`src/rtl/led_share_sched.sv`:
```
// led_share_sched: time-slice scheduler sharing 8 user LEDs among N_REQ
// requesters. Round-robin arbitration, grant bounded to SLOT_TICKS prescaler
// ticks, one idle (gnt=0) fairness cycle between consecutive grants.
//
// Ports:
//   hwclk    in   1          sole clock, rising edge
//   rst      in   1          synchronous active-high reset
//   req      in   N_REQ      level requests, bit i = requester i
//   pattern  in   8*N_REQ    requester i pattern on [8i+7:8i]
//   led      out  8          LED drive (registered)
//   gnt      out  N_REQ      one-hot grant (registered), zero when idle
//   busy     out  1          high while a grant is active (registered)
//
// Optional feature macro: LED_SHARE_IDLE_COUNT_EN
//   defined   -> idle LEDs show the top 8 prescaler bits (heartbeat)
//   undefined -> idle LEDs are dark (8'h00)
module led_share_sched #(
  parameter int unsigned N_REQ      = 4,
  parameter int unsigned PRESCALE_W = 18,
  parameter int unsigned SLOT_TICKS = 4
) (
  input  logic                 hwclk,
  input  logic                 rst,
  input  logic [N_REQ-1:0]     req,
  input  logic [8*N_REQ-1:0]   pattern,
  output logic [7:0]           led,
  output logic [N_REQ-1:0]     gnt,
  output logic                 busy
);

  localparam int unsigned IDX_W  = (N_REQ > 1) ? $clog2(N_REQ) : 1;
  localparam int unsigned SLOT_W = (SLOT_TICKS > 1) ? $clog2(SLOT_TICKS) : 1;
  localparam logic [SLOT_W-1:0] SLOT_LAST = SLOT_W'(SLOT_TICKS - 1);
  localparam logic [IDX_W-1:0]  LAST_RST  = IDX_W'(N_REQ - 1);

  typedef enum logic {IDLE = 1'b0, OWN = 1'b1} state_t;

  state_t                state, state_nxt;
  logic [PRESCALE_W-1:0] presc, presc_nxt;
  logic [SLOT_W-1:0]     slot, slot_nxt;
  logic [IDX_W-1:0]      last, last_nxt;
  logic [N_REQ-1:0]      gnt_nxt;
  logic                  busy_nxt;
  logic [7:0]            led_nxt;

  logic                  tick;
  logic                  any_req;
  logic [IDX_W-1:0]      winner;
  logic                  owner_req;
  logic [7:0]            owner_pat;
  logic [7:0]            idle_led;

  assign tick      = &presc;
  assign any_req   = |req;
  // Owner index is the last winner while in OWN.
  assign owner_req = req[last];
  assign owner_pat = pattern[int'(last)*8 +: 8];

  // Idle LED value.
`ifdef LED_SHARE_IDLE_COUNT_EN
  if (PRESCALE_W >= 8) begin : g_idle_wide
    assign idle_led = presc[PRESCALE_W-1 -: 8];
  end else begin : g_idle_narrow
    assign idle_led = 8'(presc);
  end
`else
  assign idle_led = 8'h00;
`endif

  // Round-robin search from last+1; scanning downward leaves the nearest hit.
  always_comb begin
    winner = '0;
    for (int i = int'(N_REQ); i >= 1; i--) begin
      if (req[(int'(last) + i) % int'(N_REQ)]) begin
        winner = IDX_W'((int'(last) + i) % int'(N_REQ));
      end
    end
  end

  // State and output registers.
  always_ff @(posedge hwclk) begin
    if (rst) begin
      state <= IDLE;
      presc <= '0;
      slot  <= '0;
      last  <= LAST_RST;
      gnt   <= '0;
      busy  <= 1'b0;
      led   <= 8'h00;
    end else begin
      state <= state_nxt;
      presc <= presc_nxt;
      slot  <= slot_nxt;
      last  <= last_nxt;
      gnt   <= gnt_nxt;
      busy  <= busy_nxt;
      led   <= led_nxt;
    end
  end

  // Next-state and next-output logic.
  always_comb begin
    state_nxt = state;
    presc_nxt = presc + PRESCALE_W'(1);
    slot_nxt  = slot;
    last_nxt  = last;
    gnt_nxt   = gnt;
    busy_nxt  = busy;
    led_nxt   = led;

    case (state)
      IDLE: begin
        led_nxt  = idle_led;
        slot_nxt = '0;
        gnt_nxt  = '0;
        busy_nxt = 1'b0;
        if (any_req) begin
          state_nxt = OWN;
          gnt_nxt   = N_REQ'(1) << winner;
          busy_nxt  = 1'b1;
          last_nxt  = winner;
        end
      end
      OWN: begin
        led_nxt = owner_pat;
        if (tick) slot_nxt = slot + SLOT_W'(1);
        // Release or slot expiry both hand back to IDLE for the fairness gap.
        if (!owner_req || (tick && (slot == SLOT_LAST))) begin
          state_nxt = IDLE;
          gnt_nxt   = '0;
          busy_nxt  = 1'b0;
        end
      end
      default: begin
        state_nxt = IDLE;
      end
    endcase
  end

endmodule

```
`config.mk`:
```
export PLATFORM = sky130hd
export DESIGN_NAME = led_share_sched
export DESIGN_NICKNAME = d
export VERILOG_FILES = /design/src/rtl/led_share_sched.sv
export SDC_FILE = /design/constraint.sdc
export NUM_CORES = 1
export LEC_CHECK = 0
export ABC_CLOCK_PERIOD_IN_PS = 2800
export CORE_MARGIN = 1
export CORE_UTILIZATION = 25
export DETAILED_ROUTE_END_ITERATION = 8
export PLACE_DENSITY = 0.56
export SLEW_MARGIN = 20
export SYNTH_ARGS = -nofsm -noshare
export SYNTH_HDL_FRONTEND = slang
export SYNTH_SLANG_ARGS = --single-unit
```
`constraint.sdc`:
```
create_clock -name hwclk -period 2.8 [get_ports hwclk]
set_input_delay 0.28 -clock hwclk [delete_from_list [all_inputs] [get_ports hwclk]]
set_output_delay 0.28 -clock hwclk [all_outputs]
set_load 0.01 [all_outputs]
```
== Word level (Yosys, flattened, before mapping) ==
Cells that the tools add are included.
Word-level totals
  register bits after elaboration: 36
  bits of input ports: 38
  output and inout bits: 13
  word-level logic and storage cells: 67
Cells by class
  add/subtract/negate cells: 6
  order comparisons: 5
  equal/unequal tests: 3
  shifts and indexed selects: 2
  multiplexer cells: 29
  bitwise operators: 5
  reductions and logical operators: 10
Operators with widths (number)
  32-bit by 6-bit variable part select with 8-bit output: 1
  18-bit by 1-bit adder with 18-bit output, second input constant: 1
  18-bit AND reduction: 1
  3-bit by 4-bit less-than comparator with 1-bit output, second input constant: 4
  8-bit one-hot mux with 2 select lines: 1
  1-bit two-way mux: 12
  1-bit binary-select mux with 2-bit select: 5
  2-bit two-way mux: 5
  4-bit two-way mux: 2
  4-bit one-hot mux with 2 select lines: 1
  2-bit OR reduction: 4
  2-bit by 1-bit adder with 2-bit output, second input constant: 3
  2-bit adder, second input constant: 2
  1-bit AND, first input constant: 4
  2-bit by 1-bit != test with 1-bit output, second input constant: 2
  1-bit one-hot mux with 2 select lines: 2
  2-bit one-hot mux with 2 select lines: 1
  4-bit OR reduction: 1
  1-bit by 2-bit left shift with 4-bit output, first input constant: 1
  2-bit by 3-bit less-than comparator with 1-bit output, second input constant: 1
  2-bit == test, second input constant: 1
  2-bit AND reduction: 1
  1-bit logical AND: 1
  1-bit zero test: 1
  other kinds (2): 2

== Depth between registers and ports, before layout ==
Gate-level depths: netlist (run 1).
  word-level depth: 13
  gate-level depth with buffers: 5
  depth with buffers taken out: 5

== Worst setup path before layout (run 1) ==
OpenSTA, ideal clock, no wires.
  path type: reg2reg
  start: register presc[0]
  end: register presc[16]
  setup time: 0.070 ns
  data arrival time: 1.703 ns
  required time: 2.730 ns
  setup slack: 1.027 ns
  stages on the path, launching flop included: 6
  buffers on the path: 0
  clock period less this slack: 1.773 ns
  path through: dfxtp_1 ha_1 nand3_2 or4_4 or3_1 a21oi_1
On the way
  word-level cells in the longest chain between the ends: 1
Ends and longest elaborated chain
  start: declaration: RTL line 39  | logic [PRESCALE_W-1:0] presc, presc_nxt;
  start signal: assignment: RTL line 92  | presc <= presc_nxt;
  18-bit by 1-bit adder with 18-bit output: RTL line 104  | presc_nxt = presc + PRESCALE_W'(1);
No other way between the ends.
A chain may end at the register's enable or synchronous reset.

== Worst setup path in the final report (run 1) ==
  start: register presc[0]
  end: register slot[0]
On the way
  word-level cells in the longest chain between the ends: 2
Ends and longest elaborated chain
  18-bit AND reduction: RTL line 53  | assign tick = &presc;
  2-bit by 1-bit != test with 1-bit output (no source line)
  end signal: assignment: RTL line 93  | slot <= slot_nxt;
  end: declaration: RTL line 40  | logic [SLOT_W-1:0] slot, slot_nxt;
No other way between the ends.

==> run_results.csv, run 1 <==
group,metric,value,unit
finish,final_area,2370,um^2
synth,synth_top_area_frac,0.424,
clock_network,cts_root_buf,"clkbuf_8",
worst_setup_path,r2r_end,"slot[0]",
synth,synth-edff-count,0,
hold_path,hold_class,"flip-flop to flip-flop",
clock_network,ctsHoldBuffers,0,
pwr,pwr_density_cell,485,nW/um^2
worst_setup_path,cp.required,3.02,ns
synth,yosysTopAreaCell,"dfxtp_1",
status,outcome,"complete, but fails checks",
worst_setup_path,regToRegSetupSlack,0.90,ns
clock_network,clk_path_buf_depth,2,
clock_network,cts_buffers,5,
worst_setup_path,worstSetupEndpointType,"flip-flop",
timing,setup_tns,0,ns
synth,syn_area_per_cell,10.1,um^2
timing,hold_ws,0.463,ns
timing,post-route-period-util,0.679,
flow_run,maxCapViolations,0,
synth,yosysSeqAreaShare,0.424,
clock_network,htree_levels,2,
synth,synth_compound_area_frac,0.0987,
global_route,antenna_found_initial,0,
placed_design,dpl_cell_area,2290,um^2
synth,synthTopCellsByArea,"dfxtp_1 42%, mux4_2 12%, xnor2_1 4.6%, nor2_1 4.2%, and2_1 3.3%",
synth,synth_nets,208,
worst_setup_path,regToRegStartpoint,"presc[0]",
floorplanning,rows,29,
timing,finClkSkew,0.00721,ns
placed_design,place_congestion,0.681,
route,drt-initial-drc-count,57,
clock_network,cts_tree,"built",
timing,slew_violations,0,
floorplanning,die_y,84.4,um
global_route,grt_max_degree,26,
worst_setup_path,worstPathMaxFanout,7,
floorplanning,coreArea,6460,um^2
hold_path,holdPathEnd,"presc[0]",
clock_network,cts-resized-gates,0,
timing,rsz0062_at_grt,"false",
route,ant_nets,0,
timing,hold_viol,0,
finish,fill_cells,655,
synth,synth-adder-area-share,0.0147,
hold_path,min_from,"presc[0]",
finish,drive_above_1_share,0.117,
global_route,grt_pass1_vias,1364,
route,drc,6,
worst_setup_path,r2r.worst_path.cells,5,
floorplanning,io_pins,51,
worst_setup_path,worstPathArrival,2.12,ns
synth,netlist_instances,168,
finish,syn_to_final_growth,39.6,%
pwr,combPwrFrac,0.207,
synth,async_reset_ff_frac,0,
clock_network,cts_setup_buffers,0,
synth,muxShareOfSynthArea,0.132,
timing,setup_viol,0,
clock_network,clkSinkCount,36,
synth,netlist_area,1700,um^2
synth,ys_ff_latch,36,
worst_setup_path,critical_path_class,"flip-flop to flip-flop",
timing,period_needed,1.90,ns
synth,synthXorXnorAreaFrac,0.0567,
synth,synth_common_cells,"36 x dfxtp_1, 19 x nor2_1, 9 x and2_1, 9 x mux4_2, 9 x xnor2_1",
pwr,clkPwrFrac,0.293,
placed_design,portBuffers,50,
clock_network,clock_latency,0.28,ns
synth,synth_most_common_cell,"dfxtp_1",
pwr,p_leak,0.836,nW
pwr,p_switching,0.279,mW
floorplanning,die_area,7130,um^2
pwr,p_int,0.871,mW
timing,fmax,0.526,GHz
finish,diodes,0,
finish,nNetsFinal,262,
worst_setup_path,critical-path-max-stage-delay,0.60,ns
route,wl,3.65,mm
placed_design,post-dp-hpwl,2.70,mm
pwr,vdd_drop_max,0.201,mV
worst_setup_path,worst_path_max_delay_cell,"or4_4",
global_route,grt_pass1_wl,6.28,mm
route,avgViaCountPerCell,4.68,
synth,yosys.cell_types.count,42,
timing,maxSlewHeadroom,0.569,
floorplanning,start_util,0.263,
route,wl_per_cell,12.2,um
timing,tightestPinTransition,0.645,ns
status,violations,"DRC",
global_route,grtUsageTotal,0.111,
worst_setup_path,cp-start-kind,"flip-flop",
synth,synth_top_family_by_area,"simple AND/OR/NAND/NOR gates",
worst_setup_path,crit_chain,"ha_1, nand3_2, or4_4, or3_1, a21oi_1",
route,drt_first_pass_iters,6,
floorplanning,die_x,84.4,um
global_route,grt-ovfl-total,0,
hold_path,whs_path_depth,1,
synth,synth_warnings,0,
synth,synthSimpleGateAreaFrac,0.249,
synth,synth_flop_cell,"dfxtp_1",
route,vias,1399,
pwr,seqPwrFrac,0.500,
pwr,switching_share,0.243,
clock_network,clk_pin_slew,0.07,ns
final cells by class:
class	instances	area, um^2	share of cell area
multi-input combinational	121	936	0.395
clock buffer	6	72.6	0.0306
inverter	5	18.8	0.00791
tap	77	96.3	0.0406
clock inverter	1	5.00	0.00211
timing repair buffer	53	523	0.220
sequential	36	721	0.304
through the flow:
| stage | std cells | setup slack (ns) | power (mW) | util |
|---|---|---|---|---|
| floorplan | 168 | 1.03 | 0.709 | - |
| global placement | 292 | 0.932 | 0.826 | 0.355 |
| detailed placement | 292 | 0.898 | 0.827 | 0.355 |
| CTS | 299 | 0.892 | 1.18 | 0.367 |
| global route | 299 | 0.756 | 1.22 | 0.367 |
| finish | 299 | 0.898 | 1.15 | 0.367 |
power groups by stage:
stage                     Clock [mW]  Combinational [mW]  Sequential (mW)
after floorplan                    0               0.131            0.578
after global placement             0               0.238            0.587
after detailed placement           0               0.240            0.587
after CTS                      0.358               0.242            0.575
after global routing           0.377               0.261            0.581
final                          0.336               0.238            0.575
worst max-delay path by stage:
stage,startpoint,slack (ns),to,cells after the start
after floorplan,presc[0],1.03,presc[16],5
after global placement,req[3],0.93,gnt[1],5
after detailed placement,presc[0],0.90,slot[0],5
after CTS,presc[0],0.89,slot[0],5
after global routing,presc[0],0.76,slot[0],5
final,presc[0],0.90,slot[0],5
layout by cell type, fill, tap and decap left out, types with 2 or more instances in the layout:
master,n
o21ai_0,6
nand2b_1,8
inv_1,5
o2bb2ai_1,2
nand2_1,5
xnor2_1,9
ha_1,2
nor2_1,19
mux4_2,9
xor2_1,2
buf_4,3
a21o_1,2
clkdlybuf4s50_1,50
dfxtp_1,36
nor3_1,5
nor4_1,3
and2_1,9
or3_1,3
a21oi_1,6
nor2b_1,3
nand3_1,6
a31oi_1,2
clkbuf_8,5
kinds of logic after synthesis:
group                      after synthesis
buffers and inverters                   11
and+or+nand+nor                         72
AOI/OAI and AO/OA                       25
muxes                                   11
adders and majority gates                2
DFF                                     36
xor gates and xnor gates                11
routing by layer:
| metal | up-vias | track usage | wire (um) |
|---|---|---|---|
| met3 | 5 | 0.0295 | 237 |
| met2 | 34 | 0.183 | 1650 |
| met4 | 0 | 0.0462 | 55 |
| met1 | 651 | 0.139 | 1710 |
| met5 | - | 0 | 0 |
| li1 | 709 | - | - |
worst max-delay path, delay by kind of cell (launching register included):
family	cells	cell delay (ns)
flops	1	0.37
compound gates	1	0.14
simple gates	3	1.10
fa+ha+maj	1	0.23
sequential cells by signal (all words and copies together) (netlist names):
register / cells
presc: 18
last: 2
gnt: 4
led: 8
state: 1
busy: 1
slot: 2
No activity file was read; power rests on OpenSTA's default activity.
==> run 2, diff against run 1 <==
--- a/config.mk
+++ b/config.mk
@@ -5,11 +5,11 @@
 export SDC_FILE = /design/constraint.sdc
 export NUM_CORES = 1
 export LEC_CHECK = 0
-export ABC_CLOCK_PERIOD_IN_PS = 2800
+export ABC_CLOCK_PERIOD_IN_PS = 1700
 export CORE_MARGIN = 1
 export CORE_UTILIZATION = 25
 export DETAILED_ROUTE_END_ITERATION = 8
-export PLACE_DENSITY = 0.56
+export PLACE_DENSITY = 0.58
 export SLEW_MARGIN = 20
 export SYNTH_ARGS = -nofsm -noshare
 export SYNTH_HDL_FRONTEND = slang
==> constraint.sdc (replaced) <==
create_clock -name hwclk -period 1.7 [get_ports hwclk]
set_input_delay 0.17 -clock hwclk [delete_from_list [all_inputs] [get_ports hwclk]]
set_output_delay 0.17 -clock hwclk [all_outputs]
set_load 0.01 [all_outputs]
==> run_results.csv, run 2 (synthesis gave the netlist of run 1 again) <==
group,metric,value,unit
timing,rsz0062_at_grt,"true",
finish,nNetsFinal,283,
pwr,switching_share,0.245,
clock_network,cts_tree,"built",
clock_network,cts_buffers,5,
floorplanning,die_area,7130,um^2
global_route,grt_pass1_wl,6.15,mm
timing,post-route-period-util,0.987,
finish,syn_to_final_growth,52.0,%
placed_design,post-dp-hpwl,2.72,mm
timing,tightestPinTransition,0.501,ns
clock_network,cts_setup_buffers,0,
pwr,seqPwrFrac,0.466,
timing,setup_tns,0,ns
floorplanning,die_y,84.4,um
finish,largestRegisters,"presc: 18 flops, led: 8 flops, gnt: 4 flops",
worst_setup_path,r2r_end,"presc[14]",
route,drc,7,
hold_path,hold_class,"flip-flop to flip-flop",
timing,period_needed,1.68,ns
floorplanning,rows,29,
hold_path,holdPathEnd,"busy",
finish,fin_util,0.400,
timing,fmax,0.596,GHz
finish,multiInputGateArea,971,um^2
worst_setup_path,worstPathMaxFanout,7,
floorplanning,coreArea,6460,um^2
floorplanning,io_pins,51,
global_route,globalRoute.busiestLayer,"met2",
route,avgViaCountPerCell,4.60,
route,wl_per_cell,11.2,um
finish,fill_cells,643,
route,drt-initial-drc-count,78,
finish,seqCellArea,723,um^2
pwr,clkPwrFrac,0.310,
global_route,antenna_found_initial,0,
global_route,grt_max_degree,21,
finish,final_common_cell,"clkdlybuf4s50_1",
pwr,p_leak,0.950,nW
floorplanning,start_util,0.263,
clock_network,clock_latency,0.28,ns
status,outcome,"complete, but fails checks",
clock_network,htree_levels,2,
finish,final_cells,321,
timing,hold_viol,0,
worst_setup_path,worstPathArrival,1.90,ns
flow_run,maxCapViolations,0,
pwr,pwr_density_cell,776,nW/um^2
worst_setup_path,r2r.worst_path.cells,5,
floorplanning,die_x,84.4,um
worst_setup_path,regToRegSetupSlack,0.02,ns
status,violations,"DRC",
global_route,met1_usage,0.133,
pwr,combPwrFrac,0.225,
worst_setup_path,cp-start-kind,"flip-flop",
route,wl,3.59,mm
finish,final_cell_mix,"50 x clkdlybuf4s50_1, 34 x dfxtp_1, 24 x buf_4, 19 x nor2_1",
worst_setup_path,crit_start,"presc[0]",
timing,slew_violations,0,
pwr,p_switching,0.490,mW
placed_design,dp.cells,313,
worst_setup_path,cp.required,1.92,ns
global_route,grt_pass1_vias,1407,
worst_setup_path,regToRegStartpoint,"presc[0]",
worst_setup_path,critical_path_class,"flip-flop to flip-flop",
clock_network,cts_root_buf,"clkbuf_8",
clock_network,ctsHoldBuffers,0,
route,vias,1478,
hold_path,whs_path_depth,1,
finish,drive_above_1_share,0.225,
pwr,vdd_drop_max,0.267,mV
clock_network,clkSinkCount,36,
global_route,grt-ovfl-total,0,
finish,largest_register_ff_count,18,
timing,finClkSkew,0.00482,ns
route,drt_first_pass_iters,6,
placed_design,place_congestion,0.681,
hold_path,min_from,"busy",
global_route,met2_usage,0.170,
route,ant_nets,0,
timing,maxSlewHeadroom,0.663,
clock_network,clk_path_buf_depth,2,
finish,diodes,0,
finish,largest_register,"presc",
global_route,met3_usage,0.0413,
pwr,p_int,1.51,mW
worst_setup_path,worstSetupEndpointType,"flip-flop",
global_route,grtUsageTotal,0.108,
clock_network,clk_pin_slew,0.07,ns
placed_design,portBuffers,50,
timing,setup_viol,0,
-- run 2: worst max-delay path by stage --
stage                      to  slack, ns  cells after the start
floorplan           presc[16]       0.06                      5
global placement       gnt[1]      -0.03                      5
detailed placement     gnt[1]      -0.08                      5
CTS                   slot[0]       0.04                      5
global route        presc[14]      -0.03                      5
finish              presc[14]       0.02                      5
-- run 2: timing repair --
item,CTS,global route
pin swaps,0,7
resized for setup,1,6
endpoints found under the setup margin,1,5
-- run 2: per-layer routing --
metal	vias to the layer above	routed length, um	share of wire
met2	41	1550	0.43
met3	6	306	0.085
li1	756	-	-
met5	-	0	0
met4	0	70	0.019
met1	675	1670	0.46
-- run 2: area by class of cell --
| cell class | count | area share |
|---|---|---|
| Clock buffer | 6 | 0.0320 |
| Clock inverter | 2 | 0.00388 |
| Inverter | 5 | 0.00727 |
| Multi-Input combinational cell | 121 | 0.376 |
| Sequential cell | 36 | 0.280 |
| Tap cell | 77 | 0.0373 |
| Timing Repair Buffer | 74 | 0.264 |
-- run 2: per-stage QoR --
| stage | total power [mW] | instance area, um^2 | setup slack, ns | hold WS [ns] |
|---|---|---|---|---|
| 3_3_place_gp | 1.40 | 2450 | -0.0340 | 0.452 |
| 4_1_cts | 2.03 | 2550 | 0.0370 | 0.471 |
| 6_report | 2.00 | 2580 | 0.0215 | 0.466 |
| 2_1_floorplan | 1.17 | 1700 | 0.0567 | 0.431 |
| 5_1_grt | 2.11 | 2580 | -0.0333 | 0.485 |
| 3_5_place_dp | 1.40 | 2450 | -0.0787 | 0.447 |
-- run 2: power groups by stage --
stage               clock network [mW]  registers, mW  logic, mW
finish                           0.621          0.933      0.450
global route                     0.684          0.940      0.489
floorplan                            0          0.952      0.217
detailed placement                   0          0.949      0.452
global placement                     0          0.949      0.450
CTS                              0.648          0.930      0.454
-- run 2: critical path: stages, from the launching register on --
cell and delay (ns):
dfxtp_2 0.36, ha_4 0.15, nand3_4 0.08, or4_4 0.57, or3_4 0.35, a21oi_2 0.11
